<file path="src/rtl/uart_tx_arbiter.sv">
// Round-robin arbiter that shares one UART byte transmitter between two byte requesters.
// Optional WAIT timeout/abort is enabled by defining UART_TX_ARB_TIMEOUT_EN.
module uart_tx_arbiter #(
    parameter int TIMEOUT_CLKS = 600000,
    parameter int CNT_W        = 20
) (
    input  logic       clk,
    input  logic       rst_n,
    input  logic [2:0] i_ARB_Baud,
    input  logic       i_REQ0_Req,
    input  logic [7:0] i_REQ0_Din,
    output logic       o_REQ0_Ack,
    output logic       o_REQ0_Done,
    input  logic       i_REQ1_Req,
    input  logic [7:0] i_REQ1_Din,
    output logic       o_REQ1_Ack,
    output logic       o_REQ1_Done,
    output logic [7:0] o_TXD_Din,
    output logic       o_TXD_En,
    output logic [2:0] o_TXD_Baud,
    input  logic       i_TXD_Done,
    output logic       o_ARB_Busy,
    output logic       o_ARB_Owner
`ifdef UART_TX_ARB_TIMEOUT_EN
    ,
    output logic       o_ARB_Timeout
`endif
);

    typedef enum logic {
        S_IDLE,
        S_WAIT
    } state_t;

    state_t     r_state;
    logic [7:0] r_txd_din;
    logic       r_txd_en;
    logic [1:0] r_ack;
    logic [1:0] r_done;
    logic       r_busy;
    logic       r_owner;
    logic       r_last;
    logic       r_guard;

    state_t     w_state_next;
    logic [7:0] w_txd_din_next;
    logic       w_txd_en_next;
    logic [1:0] w_ack_next;
    logic [1:0] w_done_next;
    logic       w_busy_next;
    logic       w_owner_next;
    logic       w_last_next;
    logic       w_guard_next;
    logic       w_winner;

    if ((64'd1 << CNT_W) <= 64'(TIMEOUT_CLKS)) begin : g_cnt_w_check
        $error("CNT_W too narrow for TIMEOUT_CLKS");
    end

`ifdef UART_TX_ARB_TIMEOUT_EN
    logic [CNT_W-1:0] r_cnt;
    logic             r_timeout;
    logic [CNT_W-1:0] w_cnt_next;
    logic             w_timeout_next;
`endif

    // On contention the requester that was not served last wins.
    assign w_winner = (i_REQ0_Req && i_REQ1_Req) ? ~r_last : i_REQ1_Req;

    always_comb begin
        w_state_next   = r_state;
        w_txd_din_next = r_txd_din;
        w_txd_en_next  = 1'b0;
        w_ack_next     = 2'b00;
        w_done_next    = 2'b00;
        w_busy_next    = r_busy;
        w_owner_next   = r_owner;
        w_last_next    = r_last;
        w_guard_next   = 1'b0;
`ifdef UART_TX_ARB_TIMEOUT_EN
        w_cnt_next     = r_cnt;
        w_timeout_next = 1'b0;
`endif
        case (r_state)
            S_IDLE: begin
                w_busy_next = 1'b0;
                if (i_REQ0_Req || i_REQ1_Req) begin
                    w_txd_din_next       = w_winner ? i_REQ1_Din : i_REQ0_Din;
                    w_txd_en_next        = 1'b1;
                    w_ack_next[w_winner] = 1'b1;
                    w_owner_next         = w_winner;
                    w_last_next          = w_winner;
                    w_busy_next          = 1'b1;
                    w_guard_next         = 1'b1;
                    w_state_next         = S_WAIT;
`ifdef UART_TX_ARB_TIMEOUT_EN
                    w_cnt_next           = '0;
`endif
                end
            end
            S_WAIT: begin
                // A Done seen in the grant-cycle+1 slot cannot belong to this byte.
                if (!r_guard && i_TXD_Done) begin
                    w_done_next[r_owner] = 1'b1;
                    w_busy_next          = 1'b0;
                    w_state_next         = S_IDLE;
                end
`ifdef UART_TX_ARB_TIMEOUT_EN
                else if (r_cnt == CNT_W'(TIMEOUT_CLKS - 1)) begin
                    w_timeout_next = 1'b1;
                    w_busy_next    = 1'b0;
                    w_state_next   = S_IDLE;
                end else begin
                    w_cnt_next = r_cnt + 1'b1;
                end
`endif
            end
            default: begin
                w_state_next = S_IDLE;
                w_busy_next  = 1'b0;
            end
        endcase
    end

    always_ff @(posedge clk or negedge rst_n) begin
        if (!rst_n) begin
            r_state   <= S_IDLE;
            r_txd_din <= 8'h00;
            r_txd_en  <= 1'b0;
            r_ack     <= 2'b00;
            r_done    <= 2'b00;
            r_busy    <= 1'b0;
            r_owner   <= 1'b0;
            r_last    <= 1'b1;
            r_guard   <= 1'b0;
        end else begin
            r_state   <= w_state_next;
            r_txd_din <= w_txd_din_next;
            r_txd_en  <= w_txd_en_next;
            r_ack     <= w_ack_next;
            r_done    <= w_done_next;
            r_busy    <= w_busy_next;
            r_owner   <= w_owner_next;
            r_last    <= w_last_next;
            r_guard   <= w_guard_next;
        end
    end

`ifdef UART_TX_ARB_TIMEOUT_EN
    always_ff @(posedge clk or negedge rst_n) begin
        if (!rst_n) begin
            r_cnt     <= '0;
            r_timeout <= 1'b0;
        end else begin
            r_cnt     <= w_cnt_next;
            r_timeout <= w_timeout_next;
        end
    end

    assign o_ARB_Timeout = r_timeout;
`endif

    assign o_REQ0_Ack  = r_ack[0];
    assign o_REQ1_Ack  = r_ack[1];
    assign o_REQ0_Done = r_done[0];
    assign o_REQ1_Done = r_done[1];
    assign o_TXD_Din   = r_txd_din;
    assign o_TXD_En    = r_txd_en;
    assign o_TXD_Baud  = i_ARB_Baud;
    assign o_ARB_Busy  = r_busy;
    assign o_ARB_Owner = r_owner;

endmodule

</file>
<file path="config.mk">
export PLATFORM = sky130hd
export DESIGN_NAME = uart_tx_arbiter
export DESIGN_NICKNAME = d
export VERILOG_FILES = /design/src/rtl/uart_tx_arbiter.sv
export SDC_FILE = /design/constraint.sdc
export NUM_CORES = 1
export LEC_CHECK = 0
export ABC_AREA = 1
export BUFFER_PORTS_ARGS = -buffer_cell sky130_fd_sc_hd__buf_2
export CORE_UTILIZATION = 45
export DETAILED_ROUTE_END_ITERATION = 12
export GPL_ROUTABILITY_DRIVEN = 1
export MAX_ROUTING_LAYER = met4
export PLACE_DENSITY = 0.82
export SKIP_CTS_REPAIR_TIMING = 1
export SLEW_MARGIN = 5
export SYNTH_ARGS = -nofsm -noshare
export SYNTH_HDL_FRONTEND = slang
export SYNTH_SLANG_ARGS = --single-unit
</file>
<file path="constraint.sdc">
create_clock -name clk -period 2.4 [get_ports clk]
set_clock_uncertainty 0.05 [all_clocks]
set_input_delay 0.6 -clock clk [delete_from_list [all_inputs] [get_ports clk]]
set_output_delay 0.6 -clock clk [all_outputs]
set_load 0.02 [all_outputs]
</file>
; After elaboration in Yosys (flattened, before gate mapping)
; Cells that the tools add are included.
; W data, S select, Z words.
[totals]
register_bits = 17
latchBits = 0
ramBits = 0
romBits = 0
input_bits = 24
out_inout_bits = 18
word_cells = 38
n_memories = 0
[op_classes]
addsub = 0
mul = 0
div_mod_pow = 0
magnitude_cmp = 4
n_eq_ne = 1
shift = 0
muxes = 16
bitwise = 2
reduce_logical = 7
[op_table]
columns = operator, n
row1 = $mux W2, 4
row2 = $mux W8, 1
row3 = $mux W1, 7
row4 = $logic_and A1 B1 Y1, 4
row5 = $lt A1 B2 Y1 const B, 2
row6 = $pmux W1 S2, 2
row7 = $demux W1 S1, 2
row8 = $ge A1 B1 Y1 const B, 2
row9 = $ne A2 B1 Y1 const B, 1
row10 = $not A1 Y1, 2
row11 = $reduce_and A2 Y1, 1
row12 = $logic_not A1 Y1, 1
row13 = $logic_or A1 B1 Y1, 1

; Depth between registers and ports, before layout
; Gate-level depths: netlist (run 1).
[depth]
ltp_word = 8
depth_mapped = 5
ltp_nobuf = 5

; Worst setup path before layout (run 1)
; No wires, ideal clock.
[synth_path]
kind = input to output
start = input port i_ARB_Baud[0]
end = output port o_TXD_Baud[0]
t_arrival_ns = 0.734
required_time_ns = 1.750
path_slack_ns = 1.016
stages = 1
path_buffers = 1
path_cell_list = buf_4
[synth_lines]
columns = item, line
row1 = start: declaration, 9  ; input logic [2:0] i_ARB_Baud,
row2 = end: declaration, 20  ; output logic [2:0] o_TXD_Baud,
; No word-level cell between the ends.

; Final worst setup path (run 1)
[layout_path]
start = register r_txd_din[3], in the netlist o_TXD_Din[3]
end = output port o_TXD_Din[3]
[layout_lines]
columns = item, line
row1 = start: declaration, 36  ; logic [7:0] r_txd_din;
row2 = start signal: assignment, 138  ; r_txd_din <= w_txd_din_next;
row3 = end: declaration, 18  ; output logic [7:0] o_TXD_Din,
; No word-level cell between the ends.

==> results of run 1 <==
how the worst max path moves through the flow:
stage                  start       endpoint  slack [ns]  cells past startpoint
6_report        o_TXD_Din[3]   o_TXD_Din[3]        0.91                      1
5_1_grt          o_ARB_Owner    o_ARB_Owner        0.86                      1
4_1_cts           o_ARB_Busy     o_ARB_Busy        0.91                      1
3_5_place_dp      i_REQ1_Req     o_ARB_Busy        0.82                      4
3_3_place_gp      i_REQ1_Req     o_ARB_Busy        0.85                      4
2_1_floorplan  i_ARB_Baud[0]  o_TXD_Baud[0]        1.02                      1
cell usage after synthesis:
cell type	instances	area [um^2]
buf_4	4	30.0
buf_6	1	11.3
dfrtp_1	16	400
dfstp_2	1	26.3
inv_1	3	11.3
inv_2	2	7.51
nand2_1	13	48.8
nand2_2	2	12.5
nand3_1	17	85.1
nand4_1	8	50.1
nor2_1	4	15.0
nor2_2	1	6.26
nor2_4	1	11.3
o21a_1	1	7.51
o21ai_1	1	5.00
o21ai_2	1	8.76
layout make-up:
cell class              count  area, um^2
fillers                   146         607
flip-flops and latches     17         427
multi-input cells          49         250
repair buffers             35         175
clock buffers               4        26.3
well taps                  16        20.0
inverters                   5        18.8
report_power, final:
part / internal, mW / switching (mW)
Sequential: 0.417 / 0.0743
Combinational: 0.178 / 0.350
Clock: 0.0643 / 0.0798
stage by stage:
stage                     power, mW  instance area (um^2)  cells
after floorplan               0.868                   737     76
after global placement         1.02                   891    122
after detailed placement       1.03                   891    122
after CTS                      1.17                   917    126
after global routing           1.25                   917    126
final                          1.16                   917    126
registers in the layout, summed over array words and instances, names as in the netlist:
name and cells:
r_guard 1, r_last 1, o_ARB_Busy 1, r_state 1
o_TXD_Din 8, r_done 2, r_ack 2, o_ARB_Owner 1
layer usage:
layer | part of all wire, % | routed length (um) | up-vias
met2 | 50 | 732 | 24
met4 | 1.0 | 15 | 0
met1 | 44 | 643 | 298
met3 | 5.3 | 78 | 2
met5 | 0 | 0 | -
li1 | - | - | 326
logic make-up after synthesis:
group                  after synthesis  share of synthesized area [%]
AND/OR/NAND/NOR                     46                           31.1
flip-flops                          17                           57.9
buffers and inverters               10                           8.15
AO/OA/AOI/OAI                        3                           2.89
==> results.yml, run 1 <==
sta:
  setup_viol: 0
  finalWorstPathRequiredPeriod_ns: 1.49
  worst-slew-pin-transition_ns: 0.427
  max_clock_freq_mhz: 673
  finalHoldViolations: 0
  timing.max_slew.rel_slack_pct: 71.5
  post-route-worst-setup-slack_ns: 0.914
  final_min_period_over_clock_period_pct: 61.9
  fin_worst_hold_slack_ns: 0.171
  setup_total_negative_slack_ns: 0
  grt_setup_unrepaired: "false"
  timing_max_transition_violations_final: 0
finish:
  fraction_of_layout_cells_with_a_size_suffix_above_1_pct: 41.8
  layout-area-overhead-vs-synth_pct: 24.4
  final_common_cell: "buf_2"
  final_cell_mix: "35 x buf_2, 17 x nand3_1, 16 x dfrtp_1, 13 x nand2_1, 8 x nand4_1"
  antennaDiodeCount: 0
  total_nets_final: 135
  fraction_of_the_core_area_covered_by_cells_at_the_end_of_the_flow_pct: 60.2
worst_setup_path:
  slowest_delay_ns: 0.40
  worst_ep_arrival_time_ns: 0.84
  timing.rr.start: "r_state"
  critical-path-slowest-cell: "dfrtp_1"
  worstPathCellList: "buf_2"
  timing.critical_path.buf_inv: 1
  timing.critical_path.to_type: "primary output"
  worstReg2RegEnd: "o_ARB_Busy"
  r2r.worst_path.cells: 4
  timing.critical_path.max_delay_family: "flip-flops"
  critical_path_required_ns: 1.75
  setup_crit_start_kind: "flop"
  worstPathMaxFanout: 2
  timing.reg2reg.setup_slack_ns: 1.15
  timing_worst_setup_path_type: "flop to primary output"
grt:
  groute.layer.met2.usage_pct: 28.0
  grt_first_pass_wirelength_mm: 2.49
  grt_busiest_layer: "met2"
  antenna_found_initial: 0
  groute.layer.met3.usage_pct: 3.88
  first_global_vias: 600
  global_route.usage.met1_pct: 25.5
  grt.total_usage_pct: 19.3
  globalRouteOverflowTotal: 0
  grt_start_max_net_pins: 18
die:
  die_h_um: 42.5
  boundaryPins: 42
  die_width_um: 42.5
  core_area_um2: 1520
  initial_utilization_pct: 48.4
  row_count: 14
  dieArea_um2: 1800
place:
  finalWeightedCongestion: 0.796
  place.port_buffers: 35
  dpl.hpwl_mm: 1.10
  placement.setup.worst_slack_ns: 0.822
power:
  p_leak_nw: 0.500
  power-per-cell-area_nw_per_um2: 1270
  ir_drop_mv: 0.709
routing:
  vias: 650
  wl_mm: 1.47
  drt-wirelength-per-cell_um: 11.7
  vias_per_cell: 5.16
  detailed_routing_iterations_pass_1: 4
  detail-route-antenna-nets: 0
  dr.first_iter.drc_count: 17
  post-route-drc-count: 0
clock_network:
  tritoncts: "yes"
  cts_max_level: 1
  cts_num_sinks: 17
  clock_pin_transition_on_the_worst_setup_and_hold_timing_paths_ns: 0.09
  clock_tree.buffer_depth: 2
  cts_root_buffer: "clkbuf_4"
  number_of_buffers_inserted_during_clock_tree_synthesis: 3
  clk_latency_ns: 0.27
logic_synthesis:
  postSynthRegisterBits: 17
  yosys.cell_types.count: 16
  yosysWarningCount: 0
  syn-cell-area_um2: 737
  postSynthCellCount: 76
  postSynthAreaPerCell_um2: 9.70
  synth-seq-area-share_pct: 57.9
  synth_nets: 100
worst_hold_path:
  hold_path_class: "input pin to async pin"
job:
  max_cap_viol_count: 0
outcome:
  run_status: "complete, no violations"
(Power assumes the default switching activity.)
==> inputs of run 2 (changes only) <==
- CORE_ASPECT_RATIO: not set -> 0.75
- CORE_UTILIZATION: 45 -> 42
- PLACE_DENSITY: 0.82 -> 0.77
- clock period: 2.4 -> 1.46 ns (I/O delays scaled with it)
==> results.yml, run 2 (synthesis gave the netlist of run 1 again) <==
worst_setup_path:
  timing.reg2reg.setup_slack_ns: 0.23
  timing.critical_path.buf_inv: 1
  worstPathMaxFanout: 3
  timing.rr.start: "r_last"
  worstReg2RegEnd: "o_ARB_Owner"
  timing.critical_path.to_type: "primary output"
  r2r.worst_path.cells: 5
  worst_ep_arrival_time_ns: 0.85
  critical-path-slowest-cell: "dfrtp_1"
  worstPathCellList: "buf_2"
  timing_worst_setup_path_type: "flop to primary output"
  timing.critical_path.max_delay_family: "flip-flops"
  critical_path_required_ns: 1.04
  slowest_delay_ns: 0.40
  setup_crit_start_kind: "flop"
clock_network:
  cts_root_buffer: "clkbuf_4"
  clock_tree.buffer_depth: 2
  tritoncts: "yes"
  cts_max_level: 1
  cts_num_sinks: 17
  number_of_buffers_inserted_during_clock_tree_synthesis: 3
  clk_latency_ns: 0.29
  clock_pin_transition_on_the_worst_setup_and_hold_timing_paths_ns: 0.10
routing:
  drt-wirelength-per-cell_um: 11.7
  detail-route-antenna-nets: 0
  wl_mm: 1.57
  detailed_routing_iterations_pass_1: 4
  vias: 667
  dr.first_iter.drc_count: 9
  vias_per_cell: 4.98
  post-route-drc-count: 0
sta:
  grt_setup_unrepaired: "false"
  worst-slew-pin-transition_ns: 0.369
  final_min_period_over_clock_period_pct: 86.7
  timing.max_slew.rel_slack_pct: 75.4
  fin_worst_hold_slack_ns: 0.247
  max_clock_freq_mhz: 790
  finalWorstPathRequiredPeriod_ns: 1.27
  timing_max_transition_violations_final: 0
  finalHoldViolations: 0
  setup_viol: 0
  setup_total_negative_slack_ns: 0
power:
  share_seq_of_total_power_pct: 41.3
  power.net_switching_mw: 0.843
  power.share.clock_pct: 12.6
  ir_drop_mv: 1.02
  power_frac_comb_pct: 46.0
  p_leak_nw: 0.514
  switching_share_pct: 43.1
  post_layout_power_mw: 1.96
  cellInternalPower_mw: 1.11
  power-per-cell-area_nw_per_um2: 2060
place:
  place.port_buffers: 35
  dpl.hpwl_mm: 1.16
  instance_count_after_placement_with_tap_cells_included: 129
  finalWeightedCongestion: 0.785
grt:
  grt.total_usage_pct: 19.9
  globalRouteOverflowTotal: 0
  grt_start_max_net_pins: 18
  antenna_found_initial: 0
  first_global_vias: 583
  grt_first_pass_wirelength_mm: 2.60
die:
  boundaryPins: 42
  dieArea_um2: 1930
  row_count: 12
  die_width_um: 50.4
  core_area_um2: 1560
  die_h_um: 38.3
  initial_utilization_pct: 47.2
finish:
  largest_reg_flops: 8
  layout-area-overhead-vs-synth_pct: 28.7
  fraction_of_layout_cells_with_a_size_suffix_above_1_pct: 42.5
  final_cell_mix: "35 x buf_2, 17 x nand3_1, 16 x dfrtp_1, 13 x nand2_1, 8 x nand4_1"
  fraction_of_the_core_area_covered_by_cells_at_the_end_of_the_flow_pct: 60.7
  seq_area_um2: 427
  instances_no_fill: 134
  total_nets_final: 138
  fillCellCount: 141
  final_common_cell: "buf_2"
  multiInputGateArea_um2: 250
  antennaDiodeCount: 0
worst_hold_path:
  hold-path-endpoint: "o_TXD_Din[6]"
  hold_path.startpoint: "i_REQ0_Din[6]"
  holdPathStages: 3
  hold_path_class: "input pin to flop"
outcome:
  run_status: "complete, no violations"
job:
  max_cap_viol_count: 0
==> run 2: how the worst max path moves through the flow <==
stage          depth (start not counted)            to         from  slack, ns
2_1_floorplan                          5   o_ARB_Owner       r_last       0.37
4_1_cts                                1   o_ARB_Owner  o_ARB_Owner       0.18
3_5_place_dp                           5   o_ARB_Owner       r_last       0.24
6_report                               1   o_ARB_Owner  o_ARB_Owner       0.19
5_1_grt                                1   o_ARB_Owner  o_ARB_Owner       0.14
3_3_place_gp                           5  o_TXD_Din[2]   i_REQ1_Req       0.25
==> run 2: metrics by stage <==
| step | cell area, um^2 | worst slack (ns) |
|---|---|---|
| 6_report | 948 | 0.194 |
| 3_3_place_gp | 912 | 0.250 |
| 2_1_floorplan | 737 | 0.371 |
| 3_5_place_dp | 912 | 0.241 |
| 4_1_cts | 938 | 0.179 |
| 5_1_grt | 948 | 0.144 |
==> run 2: per-layer routing <==
| layer | track usage (%) | up-vias | part of all wire [%] |
|---|---|---|---|
| met5 | - | - | 0 |
| met1 | 25.9 | 307 | 47 |
| li1 | - | 331 | - |
| met3 | 8.33 | 0 | 7.3 |
| met2 | 29.0 | 29 | 45 |
| met4 | 4.86 | 0 | 0 |
==> run 2: cell type report <==
cell class / instances / share of cell area [%]
Clock buffer: 4 / 2.77
Inverter: 5 / 1.98
Multi-Input combinational cell: 49 / 26.4
Sequential cell: 17 / 45.0
Tap cell: 21 / 2.77
Timing Repair Buffer: 38 / 21.1
==> run 2: power by group through the flow <==
stage	logic, mW	clock network (mW)	registers [mW]
after floorplan	0.391	0	1.03
after detailed placement	0.906	0	0.817
final	0.901	0.247	0.809
after global routing	0.990	0.279	0.838
after global placement	0.894	0	0.812
after CTS	0.908	0.253	0.811
==> inputs of run 3 (changes only) <==
- clock period: 1.46 -> 1.45 ns (I/O delays scaled with it)
==> results.yml, run 3 (synthesis gave the netlist of run 1 again) <==
worst_setup_path:
  timing.critical_path.max_delay_family: "flip-flops"
  worst_ep_arrival_time_ns: 0.87
  timing.critical_path.buf_inv: 1
  worstPathCellList: "buf_2"
  slowest_delay_ns: 0.41
  worstPathMaxFanout: 2
  critical-path-slowest-cell: "dfrtp_1"
  timing.critical_path.to_type: "primary output"
  critical_path_required_ns: 1.04
  setup_crit_start_kind: "flop"
  timing_worst_setup_path_type: "flop to primary output"
die:
  dieArea_um2: 1930
  boundaryPins: 42
  core_area_um2: 1560
  row_count: 12
  die_h_um: 38.3
  initial_utilization_pct: 47.2
  die_width_um: 50.4
clock_network:
  clk_latency_ns: 0.29
  cts_max_level: 1
  cts_root_buffer: "clkbuf_4"
  clock_tree.buffer_depth: 2
  tritoncts: "yes"
  clock_pin_transition_on_the_worst_setup_and_hold_timing_paths_ns: 0.09
  cts_num_sinks: 17
  number_of_buffers_inserted_during_clock_tree_synthesis: 3
sta:
  timing.max_slew.rel_slack_pct: 76.2
  finalWorstPathRequiredPeriod_ns: 1.28
  grt_setup_unrepaired: "false"
  post-route-worst-setup-slack_ns: 0.171
  setup_total_negative_slack_ns: 0
  setup_viol: 0
  max_clock_freq_mhz: 782
  finalHoldViolations: 0
  final_min_period_over_clock_period_pct: 88.2
  worst-slew-pin-transition_ns: 0.356
  timing_max_transition_violations_final: 0
place:
  place.port_buffers: 35
  finalWeightedCongestion: 0.778
  placement.setup.worst_slack_ns: 0.239
  dpl.hpwl_mm: 1.16
power:
  power.net_switching_mw: 0.845
  power_frac_comb_pct: 45.7
  p_leak_nw: 0.509
  ir_drop_mv: 1.33
  cellInternalPower_mw: 1.11
  share_seq_of_total_power_pct: 41.7
  power.share.clock_pct: 12.5
  switching_share_pct: 43.3
  power-per-cell-area_nw_per_um2: 2080
routing:
  vias_per_cell: 4.91
  vias: 653
  detailed_routing_iterations_pass_1: 5
  detail-route-antenna-nets: 0
  dr.first_iter.drc_count: 16
  post-route-drc-count: 0
  wl_mm: 1.55
  drt-wirelength-per-cell_um: 11.6
finish:
  final_cell_mix: "35 x buf_2, 17 x nand3_1, 16 x dfrtp_1, 13 x nand2_1, 8 x nand4_1"
  total_nets_final: 137
  final_common_cell: "buf_2"
  layout-area-overhead-vs-synth_pct: 27.7
  fraction_of_layout_cells_with_a_size_suffix_above_1_pct: 42.0
  antennaDiodeCount: 0
  largest_reg_flops: 8
grt:
  first_global_vias: 544
  grt_first_pass_wirelength_mm: 2.39
  grt_start_max_net_pins: 18
  antenna_found_initial: 0
  globalRouteOverflowTotal: 0
  grt.total_usage_pct: 18.8
job:
  max_cap_viol_count: 0
outcome:
  run_status: "complete, no violations"
worst_hold_path:
  hold_path_class: "input pin to flop"
-- run 3: cell count changes in the layout (fill, tap and decap cells not counted), sizes merged --
cell	before	now
buf	37	36
-- run 3: metal layers --
layer  track usage (%)  wire length (um)  vias up
met2              26.0               694       30
met4              6.25                 0        0
li1                  -                 -      330
met5                 -                 0        -
met1              24.4               717      293
met3              8.33               134        0
-- run 3: cell type report --
class / instances / area [um^2]
inverters: 5 / 18.8
flip-flops and latches: 17 / 427
clock buffers: 4 / 26.3
fillers: 147 / 621
repair buffers: 37 / 193
multi-input cells: 49 / 250
well taps: 21 / 26.3
-- run 3: per-stage QoR --
step | power (mW) | std cells | cell area [um^2] | util (%) | hold slack (ns)
after CTS | 1.97 | 132 | 931 | 59.6 | -0.0798
after global routing | 2.11 | 133 | 941 | 60.3 | 0.232
after global placement | 1.70 | 128 | 905 | 57.9 | 0.244
after detailed placement | 1.72 | 128 | 905 | 57.9 | 0.246
final | 1.95 | 133 | 941 | 60.3 | 0.247
after floorplan | 1.44 | 76 | 737 | - | 0.0169
-- run 3: final timing paths --
kind / from / depth (start not counted) / to / slack (ns)
setup reg to reg: r_state / 5 / o_TXD_Din[5] / 0.23
hold / removal: i_REQ0_Din[1] / 3 / o_TXD_Din[1] / 0.25
setup / recovery: o_TXD_Din[2] / 1 / o_TXD_Din[2] / 0.17
max in group asynchronous: rst_n / 2 / r_last / 0.58
min in group asynchronous: rst_n / 2 / o_TXD_Din[0] / 0.46
hold reg to reg: o_ARB_Owner / 1 / r_done[0] / 0.41
-- run 3: power groups by stage --
stage / sequential [mW] / combinational, mW / clock (mW)
floorplan: 1.04 / 0.394 / 0
global placement: 0.819 / 0.880 / 0
detailed placement: 0.817 / 0.902 / 0
CTS: 0.815 / 0.896 / 0.256
global route: 0.839 / 0.986 / 0.282
finish: 0.815 / 0.893 / 0.245
